<file path="config.mk">
export PLATFORM = sky130hd
export DESIGN_NAME = tdm_demux_16
export DESIGN_NICKNAME = d
export VERILOG_FILES = /design/src/rtl/tdm_pkg.sv /design/src/rtl/demux_1x16.sv /design/src/rtl/tdm_demux_16.sv
export SDC_FILE = /design/constraint.sdc
export NUM_CORES = 1
export LEC_CHECK = 0
export BUFFER_PORTS_ARGS = -buffer_cell sky130_fd_sc_hd__clkbuf_2
export CAP_MARGIN = 10
export CORE_UTILIZATION = 60
export CTS_CLUSTER_DIAMETER = 50
export DETAILED_ROUTE_END_ITERATION = 12
export GPL_TIMING_DRIVEN = 0
export PLACE_DENSITY = 0.81
export SYNTH_ARGS = -nofsm -noshare
export SYNTH_HDL_FRONTEND = slang
export SYNTH_SLANG_ARGS = --single-unit
</file>
<file path="constraint.sdc">
create_clock -name clk -period 4.2 [get_ports clk]
set_input_delay 0.42 -clock clk [delete_from_list [all_inputs] [get_ports clk]]
set_output_delay 0.42 -clock clk [all_outputs]
set_load 0.02 [all_outputs]
</file>
<file path="src/rtl/tdm_pkg.sv">
// Shared defaults, state encoding and slot offset helper for the TDM demux.
// Optional trailing parity slot is enabled by defining TDM_PARITY_EN.
package tdm_pkg;

  localparam int NUM_CH = 16;
  localparam int SEL_W  = 4;
  localparam int DATA_W = 1;

  typedef enum logic [1:0] {
    IDLE    = 2'd0,
    COLLECT = 2'd1,
    PAR     = 2'd2
  } state_e;

  // Bit offset of slot k inside a packed frame word.
  function automatic int slot_off(input int k, input int w);
    return k * w;
  endfunction

endpackage

</file>
<file path="src/rtl/demux_1x16.sv">
// One-hot write-enable decoder for the shadow slots.
// Gated by en; inverse of the 16:1 slot mux.
module demux_1x16
  import tdm_pkg::*;
#(
  parameter int N_OUT = NUM_CH,
  parameter int SW    = SEL_W
) (
  input  logic [SW-1:0]    sel,
  input  logic             en,
  output logic [N_OUT-1:0] we
);

  // Decode the slot index into a single enable when gated on.
  always_comb begin
    we = '0;
    if (en) we[sel] = 1'b1;
  end

endmodule

</file>
<file path="src/rtl/tdm_demux_16.sv">
// 1-to-NUM_CH TDM demultiplexer publishing full frames as a parallel word.
// Define TDM_PARITY_EN to add a trailing even-parity slot and par_err.
module tdm_demux_16
  import tdm_pkg::*;
#(
  parameter int NUM_CH = tdm_pkg::NUM_CH,
  parameter int SEL_W  = tdm_pkg::SEL_W,
  parameter int DATA_W = tdm_pkg::DATA_W
) (
  input  logic                     clk,
  input  logic                     rst,
  input  logic [DATA_W-1:0]        din,
  input  logic                     din_vld,
  input  logic                     sof,
  output logic [NUM_CH*DATA_W-1:0] dout,
  output logic                     dout_vld,
  output logic [SEL_W-1:0]         slot,
`ifdef TDM_PARITY_EN
  output logic                     par_err,
`endif
  output logic                     err
);

  localparam int FW = NUM_CH * DATA_W;
  localparam logic [SEL_W-1:0] LAST = SEL_W'(NUM_CH - 1);
  localparam logic [SEL_W-1:0] ONE  = SEL_W'(1);

  state_e            state_q, state_d;
  logic [SEL_W-1:0]  slot_q, slot_d;
  logic [FW-1:0]     shadow_q, shadow_d;
  logic [FW-1:0]     dout_q, dout_d;
  logic              dout_vld_q, dout_vld_d;
  logic              err_q, err_d;
`ifdef TDM_PARITY_EN
  logic              par_err_q, par_err_d;
`endif

  logic [SEL_W-1:0]  wr_sel;
  logic              wr_en;
  logic [NUM_CH-1:0] wr_we;

  // sof always lands in slot 0; parity samples never touch the shadow.
  assign wr_sel = sof ? '0 : slot_q;
  assign wr_en  = din_vld & (sof | (state_q == COLLECT));

  demux_1x16 #(
    .N_OUT (NUM_CH),
    .SW    (SEL_W)
  ) u_dec (
    .sel (wr_sel),
    .en  (wr_en),
    .we  (wr_we)
  );

  // Shadow frame update from the decoded slot enables.
  always_comb begin
    shadow_d = shadow_q;
    for (int k = 0; k < NUM_CH; k++) begin
      if (wr_we[k])
        shadow_d[slot_off(k, DATA_W) +: DATA_W] = din;
    end
  end

  // Framing state machine: slot advance, publish and error pulses.
  always_comb begin
    state_d    = state_q;
    slot_d     = slot_q;
    dout_d     = dout_q;
    dout_vld_d = 1'b0;
    err_d      = 1'b0;
`ifdef TDM_PARITY_EN
    par_err_d  = 1'b0;
`endif
    if (din_vld) begin
      case (state_q)
        IDLE: begin
          if (sof) begin
            slot_d  = ONE;
            state_d = COLLECT;
          end else begin
            err_d = 1'b1;
          end
        end
        COLLECT: begin
          if (sof) begin
            err_d  = 1'b1;
            slot_d = ONE;
          end else if (slot_q == LAST) begin
            slot_d = '0;
`ifdef TDM_PARITY_EN
            state_d = PAR;
`else
            dout_d     = shadow_d;
            dout_vld_d = 1'b1;
            state_d    = IDLE;
`endif
          end else begin
            slot_d = slot_q + ONE;
          end
        end
`ifdef TDM_PARITY_EN
        PAR: begin
          if (sof) begin
            err_d   = 1'b1;
            slot_d  = ONE;
            state_d = COLLECT;
          end else begin
            if ((^shadow_q ^ din[0]) == 1'b0) begin
              dout_d     = shadow_q;
              dout_vld_d = 1'b1;
            end else begin
              par_err_d = 1'b1;
            end
            state_d = IDLE;
          end
        end
`endif
        default: begin
          state_d = IDLE;
          slot_d  = '0;
        end
      endcase
    end
  end

  // Registered state and outputs with synchronous reset.
  always_ff @(posedge clk) begin
    if (rst) begin
      state_q    <= IDLE;
      slot_q     <= '0;
      shadow_q   <= '0;
      dout_q     <= '0;
      dout_vld_q <= 1'b0;
      err_q      <= 1'b0;
`ifdef TDM_PARITY_EN
      par_err_q  <= 1'b0;
`endif
    end else begin
      state_q    <= state_d;
      slot_q     <= slot_d;
      shadow_q   <= shadow_d;
      dout_q     <= dout_d;
      dout_vld_q <= dout_vld_d;
      err_q      <= err_d;
`ifdef TDM_PARITY_EN
      par_err_q  <= par_err_d;
`endif
    end
  end

  assign dout     = dout_q;
  assign dout_vld = dout_vld_q;
  assign slot     = slot_q;
  assign err      = err_q;
`ifdef TDM_PARITY_EN
  assign par_err  = par_err_q;
`endif

endmodule

</file>
## Yosys cells after proc, flatten, opt, wreduce, memory -nomap -nowiden

Cells that the tools add are included.

- Word-level logic and storage cells: 58
- Flip-flop bits (word level): 40

- Reduce and logical (&&, ||, !) cells: 7
- Add/sub/neg operators: 1
- Equal/unequal tests: 5
- Order comparisons: 2
- Mux-type cells: 32
- Bitwise gates (word level): 5

Operator list:

| cell | number |
|---|---|
| $mux 1 | 20 |
| $mux 16 | 1 |
| $mux 4 | 4 |
| $pmux 4 s2 | 1 |
| $reduce_and 4->1 | 2 |
| $mux 2 | 3 |
| $lt 4x5->1 const B | 1 |
| $add 4x1->4 const B | 1 |
| $demux 1 s4 | 1 |
| $eq 4x4->1 const B | 1 |
| $ge 4x1->1 const B | 1 |
| $ne 2x2->1 const B | 2 |
| $pmux 2 s2 | 1 |
| $reduce_or 4->1 | 1 |
| $not 1->1 | 3 |
| $eq 2x1->1 const B | 1 |
| $logic_not 2->1 | 1 |
| $ne 2x1->1 const B | 1 |
| $pmux 1 s2 | 1 |
| $reduce_and 2->1 | 1 |
| $reduce_or 2->1 | 1 |
| $and 1x1->1 | 1 |
| $logic_and 1x1->1 | 1 |
| $or 1x1->1 | 1 |

## Longest topological paths before layout

Gate-level depths: netlist of the first run.

- Depth in word-level cells: 7
- Gate-level depth with buffers: 7

## Hierarchy

Synthesis of the first run repeated with hierarchy kept, for this count alone.

- Cell total of the unflattened synthesis: 173
- Area total of the unflattened synthesis: 1701.6 sq um

By module, submodules not included:

| module | seq. area each (sq um) | area an instance (sq um) | cells an instance | instances |
|---|---|---|---|---|
| tdm_demux_16 | 780.7 | 1584.0 | 150 | 1 |
| demux_1x16 | 0.0 | 117.6 | 23 | 1 |

## Worst setup path after synthesis of the first run

No wires, ideal clock.

- Path kind: input to register
- Start point: in sof
- End point: reg dout_q[15] (netlist: dout[15])
- Slack: 2.575 ns
- Setup time: 0.091 ns
- Path buffers: 1
- Arrival time: 1.534 ns
- Stages: 6
- Cells stage by stage: buf_6 > inv_1 > ha_1 > and4b_4 > nand4_1 > a311oi_1

- Cells in the longest elaborated chain, start to end: 7
- Elaborated cells on any way between the ends: 12

Ends and longest elaborated chain:

| item | line | text |
|---|---|---|
| from (decl) | tdm_demux_16.sv:14 | `input logic sof,` |
| $mux 4 | tdm_demux_16.sv:43 | `assign wr_sel = sof ? '0 : slot_q;` |
| $lt 4x5->1 (not written as such) / $ge 4x1->1 (equally long branches) | demux_1x16.sv:17 | `if (en) we[sel] = 1'b1;` |
| $logic_and 1x1->1 (not written as such) | demux_1x16.sv:17 |  |
| $mux 1 (not written as such) | demux_1x16.sv:17 |  |
| $demux 1 s4 | n/a |  |
| $mux 16 | demux_1x16.sv:17 |  |
| $mux 1 | tdm_demux_16.sv:59 | `if (wr_we[k])` |
| to (signal assigned) | tdm_demux_16.sv:142 | `dout_q <= dout_d;` |
| to (decl) | tdm_demux_16.sv:31 | `logic [FW-1:0] dout_q, dout_d;` |

Parallel ways exist; a longest one is shown, timed or not.
A chain may end at the register's enable or synchronous reset.

## Worst setup path after layout of the first run

- Start point: reg slot_q[0] (netlist: slot[0])
- End point: reg dout_q[9] (netlist: dout[9])

- Cells in the longest elaborated chain, start to end: 7
- Elaborated cells on any way between the ends: 10

Ends and longest elaborated chain:

| item | line | text |
|---|---|---|
| from (decl) | tdm_demux_16.sv:29 | `logic [SEL_W-1:0] slot_q, slot_d;` |
| from (signal assigned) | tdm_demux_16.sv:140 | `slot_q <= slot_d;` |
| $mux 4 | tdm_demux_16.sv:43 |  |
| $lt 4x5->1 (not written as such) / $ge 4x1->1 (equally long branches) | demux_1x16.sv:17 |  |
| $logic_and 1x1->1 (not written as such) | demux_1x16.sv:17 |  |
| $mux 1 (not written as such) | demux_1x16.sv:17 |  |
| $demux 1 s4 | n/a |  |
| $mux 16 | demux_1x16.sv:17 |  |
| $mux 1 | tdm_demux_16.sv:59 |  |

Parallel ways exist; a longest one is shown, timed or not.

==> summary.txt, run 1 <==
Run status
  • Status: finished, violations left
  • Failing checks: DRC

Setup path
  • Crit-path max cell delay: ~470 ps
  • Critical path class: register to register
  • Critical path required time: around 4400 ps
  • Worst path arrival time: just over 2000 ps
  • Startpoint Class: register
  • CP cell instances: ha_1, nand3_1, clkbuf_1, o21ai_0, a21oi_1
  • Crit end category: register
  • Worst flop-to-flop path startpoint: slot[0]
  • Crit path max-delay cell type: dfxtp_1
  • CP Launch Point: slot[0]
  • Crit Path Max Fanout: 10

Synthesis
  • Count leader, synth: dfxtp_1
  • Count of distinct cell types in the synthesized netlist: 40
  • Multiplexer share of the synthesized area: under 10%
  • EDFF count, synth: 0
  • Synth Register Bits: 39
  • Synthesized cell area: approximately 1800 sq um
  • Sequential fraction of the synthesis area: a little over two fifths
  • Synth area leader: dfxtp_1
  • Synthesized Nets: 207
  • Synth Area in Adders: under 10%
  • Synth top area cells: dfxtp_1, a21oi_1, nand3_1
  • Synth Instances: between 150 and 200
  • Top-area cell type share of the netlist area: between 40% and 50%
  • XOR/XNOR Fraction of Synth Area: 0%
  • Synth Area in Simple Gates: roughly 25%
  • Ys async rst share: 0%
  • Top post-synthesis cells by count: dfxtp_1, a21oi_1, nand3_1, o21ai_0, nand2b_1
  • Compound-Gate Fraction of Synth Area: about a fifth
  • Largest family of logic cells by synthesized area: simple AND/OR/NAND/NOR gates
  • Ys Warns: 0
  • Average cell area after synthesis: approximately 9.3 sq um
  • Synth Flop Type: dfxtp_1

Die
  • Initial Util: roughly two thirds
  • Core area: roughly 2800 sq um
  • Die area: ~3300 sq um
  • DIE WIDTH: roughly 57 microns
  • Rows: 19
  • # IOs: 27
  • Die Y: 57.46 microns

Timing
  • FMAX: roughly 0.56 GHz
  • # setup viols final: 0
  • Worst-margin pin slew: 515.3 ps
  • Final min period: 1800 ps
  • Clk_skew: about 3.8 ps
  • Final period utilization: between 40% and 50%
  • Fin. max-slew vios: 0
  • Slew HR: 65.65%
  • Fin worst setup slack: around 2400 ps
  • Fin. Hold Viols: 0
  • RSZ-0062 raised after global routing: no
  • Setup TNS Final: 0 ps

Route
  • DRT Pass-1 Iters: 11
  • Initial drt markers: roughly 100
  • DR DRC count: 3
  • Detailed-route wire length: 4485 microns
  • Routed Antenna Nets: 0
  • Routed vias/inst: about 6.4
  • Drt wl/cell: roughly 17 microns
  • Routed vias: around 1700

Clock network
  • H-tree levels: 2
  • Number of CTS-inserted buffers: 5
  • Number of setup buffers added after CTS: 0
  • Post-CTS Resized: 0
  • TritonCTS clock tree: built
  • CTS root buf: clkbuf_4
  • Post-CTS Hold Buffers: 0
  • Clk_lat worst skew: between 300 and 400 ps
  • Clock tree buffer depth: 2
  • Clock transition at the registers of the reported paths: 110 ps
  • Sink Count: 39

GRT
  • Grt ovf: 0
  • Vias in the first global route: approximately 1600
  • First-pass GRT wire length: between 7000 and 8000 microns
  • Largest net degree at the start of global routing: 13
  • Total GRT Usage: approximately 30%
  • Initial antenna violation count: 0

Finish
  • Fin nets: 240
  • Layout area overhead: 13.08%
  • Layout cells sized above 1: between 20% and 30%
  • Ant diodes: 0
  • Post-layout util: roughly three quarters
  • Multi-input combinational cell area: slightly above 900 sq um
  • Fill cells: 225
  • Reg area: a little under 800 sq um

Placed design
  • Hpwl dp: 3268 microns
  • PortBufs: 26
  • Gpl congestion: about 0.86
  • Place WS: around 2100 ps

Worst hold path
  • Hold Path Origin: rst
  • Min-delay worst type: input port to register

Power and ir drop
  • Max VDD drop: around 0.27 mV
  • Total power: 0.6538 mW
  • Power per standard cell area: around 310 nW/um^2
  • Leak: around 0.79 nW

Job
  • # Max-Cap Violations: 0
[path summary, 6_finish.rpt]
path                                     to  slack, ps  cells past startpoint
worst min-delay path            shadow_q[0]        380                      3
worst max register to register      dout[9]       2400                      5
worst min register to register      dout[7]        480                      2
worst max-delay path                dout[9]       2400                      5
[report_power, final]
part	switching [mW]	leakage [nW]	internal, mW
combinational	0.0343	0.442	0.0195
sequential	0.00387	0.315	0.373
clock	0.126	0.0375	0.0978
[cells in the final DEF (no fill, tap or decap), types with 4 or more instances in the layout]
master,instances
a21oi_1,30
a311oi_1,5
buf_6,4
clkbuf_2,27
clkbuf_4,5
clkbuf_8,5
dfxtp_1,39
inv_1,4
mux2i_1,6
nand2b_1,8
nand3_1,22
nor2_1,4
o21ai_0,22
[per-stage QoR]
step	area, sq um	hold WS (ps)	std cells
6_report	2087	384.0	264
5_1_grt	2087	396.1	264
4_1_cts	2087	398.5	264
3_5_place_dp	2014	466.2	256
3_3_place_gp	2014	459.8	256
2_1_floorplan	1846	435.7	199
[state kept, by name, indices dropped and copies added, names as in the netlist]
register and cells:
dout 16, shadow_q 16, dout_vld 1, slot 4, err 1, state_q 1
[critical path: cells and delay by family, from the launching register on]
| kind | cells | cell delay (ps) |
|---|---|---|
| DFF | 1 | 470 |
| AOI/OAI and AO/OA | 2 | 340 |
| buffers and inverters | 1 | 300 |
| adders and majority gates | 1 | 290 |
| and+or+nand+nor | 1 | 290 |
[per-layer routing]
layer / part of all wire (%) / routed length (microns) / GRT usage (%)
met1: 41 / 1835 / 38.65
met2: 48 / 2136 / 47.67
met3: 8.0 / 361 / 9.070
met4: 3.4 / 152 / 13.24
met5: 0 / 0 / 0
[kinds of logic after synthesis]
| kind of cell | count (synthesis) |
|---|---|
| flops | 39 |
| fa+ha+maj | 3 |
| compound gates | 64 |
| simple gates | 67 |
| buf+inv | 20 |
| mux | 6 |
[cell type report]
class / count / area share [%]
timing repair buffer: 26 / 6.235
multi-input combinational: 140 / 43.94
sequential: 39 / 37.41
buffer: 16 / 6.355
clock buffer: 7 / 3.118
tap: 31 / 1.859
inverter: 4 / 0.7194
clock inverter: 1 / 0.3597
Note: power is estimated with default switching activity, not from simulation.
==> run 2, diff against run 1 <==
- ABC_AREA: not set -> 1
- CORE_UTILIZATION: 60 -> 50
- PLACE_DENSITY: 0.81 -> 0.72
- clock period: 4.2 -> 1.6 ns (I/O delays scaled with it)
==> summary.txt, run 2 <==
Run status
  • Status: finished clean

Setup path
  • Largest delay share family, worst path: simple AND/OR/NAND/NOR gates
  • Startpoint Class: register
  • Critical Path Stages: 11
  • Crit Path Max Fanout: 10
  • Crit-path max cell delay: roughly 380 ps
  • CP cell instances: inv_2, ha_1, inv_1, nand2_4, inv_2, buf_6, nand3_1, nand2_1, nand3_1, nand2_1, inv_1
  • Critical path class: register to register
  • Crit path buffers/inverters: 5
  • Critical path required time: 1880 ps
  • Worst path arrival time: 1780 ps
  • Crit end category: register
  • R2r worst-path depth: 11
  • Crit path max-delay cell type: dfxtp_2

Clock network
  • CTS root buf: clkbuf_4
  • Clock transition at the registers of the reported paths: roughly 120 ps
  • H-tree levels: 2
  • Clock tree buffer depth: 2
  • Number of CTS-inserted buffers: 5
  • Sink Count: 39
  • TritonCTS clock tree: built
  • Clk_lat worst skew: about 370 ps

Timing
  • Fin. max-slew vios: 0
  • Slew HR: 64.02%
  • Clk_skew: 10.25 ps
  • Final min period: between 1000 and 1500 ps
  • Worst-margin pin slew: 536.0 ps
  • FMAX: 0.6687 GHz
  • Fin. Hold Viols: 0
  • # setup viols final: 0
  • Setup TNS Final: 0 ps
  • Final period utilization: between 90 and 100%

Power and ir drop
  • Power per standard cell area: approximately 900 nW/um^2
  • Leak: between 0.9 and 1 nW
  • Max VDD drop: about 0.69 mV

Synthesis
  • Ys async rst share: 0%
  • Synth Instances: roughly 240
  • Count of distinct cell types in the synthesized netlist: 23
  • Synthesized Nets: 251
  • Synth Flop Type: dfxtp_1
  • Synth Register Bits: 39
  • Top post-synthesis cells by count: nand2_1, dfxtp_1, nor2_1, nand3_1, inv_1
  • Top-area cell type share of the netlist area: 45.09%
  • Ys Warns: 0
  • EDFF count, synth: 0
  • Synthesized cell area: 1732 sq um
  • Sequential fraction of the synthesis area: between 40% and 50%
  • Synth top area cells: dfxtp_1, nand2_1, nand3_1
  • Synth area leader: dfxtp_1
  • Average cell area after synthesis: about 7.1 sq um
  • Count leader, synth: nand2_1

GRT
  • First-pass GRT wire length: 6092 microns
  • Vias in the first global route: 1341
  • Grt ovf: 0
  • Largest net degree at the start of global routing: 13
  • Total GRT Usage: between 20% and 30%
  • Initial antenna violation count: 0

Worst hold path
  • Min-delay worst type: input port to register
  • WHS Path Cells: 3

Finish
  • Ant diodes: 0
  • Commonest non-fill, non-tap cells in the layout: nand2_1, nand3_1, nor2_1
  • Most common cell after layout, fill and taps aside: nand2_1
  • Post-route cell area: between 2000 and 2500 sq um
  • Layout area overhead: 23.63%
  • Layout cells sized above 1: roughly 22%
  • Fin nets: between 200 and 300

Job
  • # Max-Cap Violations: 0

Die
  • Die Y: about 60 microns
  • Core area: about 3300 sq um
  • Initial Util: between 50% and 60%
  • Rows: 21
  • DIE WIDTH: roughly 60 microns
  • # IOs: 27
  • Die area: approximately 3700 sq um

Placed design
  • Gpl congestion: approximately 0.80
  • DP Area: about 1900 sq um
  • PortBufs: 24
  • Hpwl dp: around 2600 microns

Route
  • Initial drt markers: between 70 and 80
  • Routed vias: about 1700
  • DR DRC count: 0
  • DRT Pass-1 Iters: 4
  • Drt wl/cell: ~12 microns
  • Routed vias/inst: 5.040
  • Detailed-route wire length: 3876 microns
  • Routed Antenna Nets: 0
-- run 2: cell count changes in the layout (fill, tap and decap cells not counted), sizes merged, moves of 3 or more --
cell,before,now
a311oi,5,0
nand4b,3,0
inv,4,25
mux2i,6,0
buf,9,12
nand2,2,52
nor3b,6,0
o21ai,22,5
nand3,22,37
a21oi,30,19
clkbuf,40,36
nor2,4,41
nand2b,8,0
-- run 2: final cells by class --
class,count,area [sq um]
Buffer,10,67.56
Clock buffer,6,41.29
Clock inverter,2,60.06
Fill cell,313,1196
Inverter,25,93.84
Multi-Input combinational cell,169,849.6
Sequential cell,39,792.0
Tap cell,46,57.56
Timing Repair Buffer,32,178.9
-- run 2: kinds of logic (layout without fill, tap and decap cells) --
logic type	Yosys count	in the layout	share of synthesized area, %
simple gates	140	140	36.13
buf+inv	35	75	8.742
fa+ha+maj	3	3	2.168
flops	39	39	45.09
compound gates	25	25	7.370
xor+xnor	1	1	0.5059
-- run 2: per-layer routing --
layer	up-vias	track usage [%]	wire length, microns	share of wire (%)
met5	-	0	0	0
met3	9	4.478	213	5.5
met2	46	35.16	1834	47
met1	736	30.47	1727	45
met4	0	14.94	101	2.6
li1	867	-	-	-
-- run 2: where the power goes --
group	internal, mW	leakage (nW)	switching (mW)
combinational	0.0367	0.557	0.0805
sequential	0.977	0.318	0.00707
clock	0.487	0.0525	0.339
-- run 2: worst paths after layout --
| check | from | slack [ps] | endpoint |
|---|---|---|---|
| max | state_q[0] | 100 | dout[4] |
| min | din_vld | 130 | err |
| max reg2reg | state_q[0] | 100 | dout[4] |
| min reg2reg | shadow_q[5] | 480 | shadow_q[5] |
-- run 2: timing repair --
action / in CTS / in global routing
hold buffers: 0 / 0
pin swaps: 1 / 5
endpoints found under the setup margin: 33 / 32
cloned: 1 / 0
setup buffers: 2 / 5
resized for setup: 8 / 15
-- run 2: metrics by stage --
| step | hold slack, ps | utilization [%] | instances | power [mW] | worst slack (ps) |
|---|---|---|---|---|---|
| final | 130.7 | 64.15 | 329 | 1.928 | 104.5 |
| after global routing | 152.5 | 64.15 | 329 | 1.989 | -4.601 |
| after CTS | 106.7 | 61.45 | 324 | 1.916 | 6.699 |
| after detailed placement | 461.3 | 57.26 | 313 | 1.099 | -245.0 |
| after global placement | 455.7 | 57.26 | 313 | 1.098 | -248.0 |
| after floorplan | 362.4 | - | 243 | 1.072 | 2.205 |
-- run 2: worst reg2reg max path, cell delays in order, from the launching register on --
cell and delay, ps:
dfxtp_2 380, inv_2 50, ha_1 160, inv_1 90, nand2_4 110, inv_2 100
buf_6 130, nand3_1 80, nand2_1 130, nand3_1 90, nand2_1 70, inv_1 40
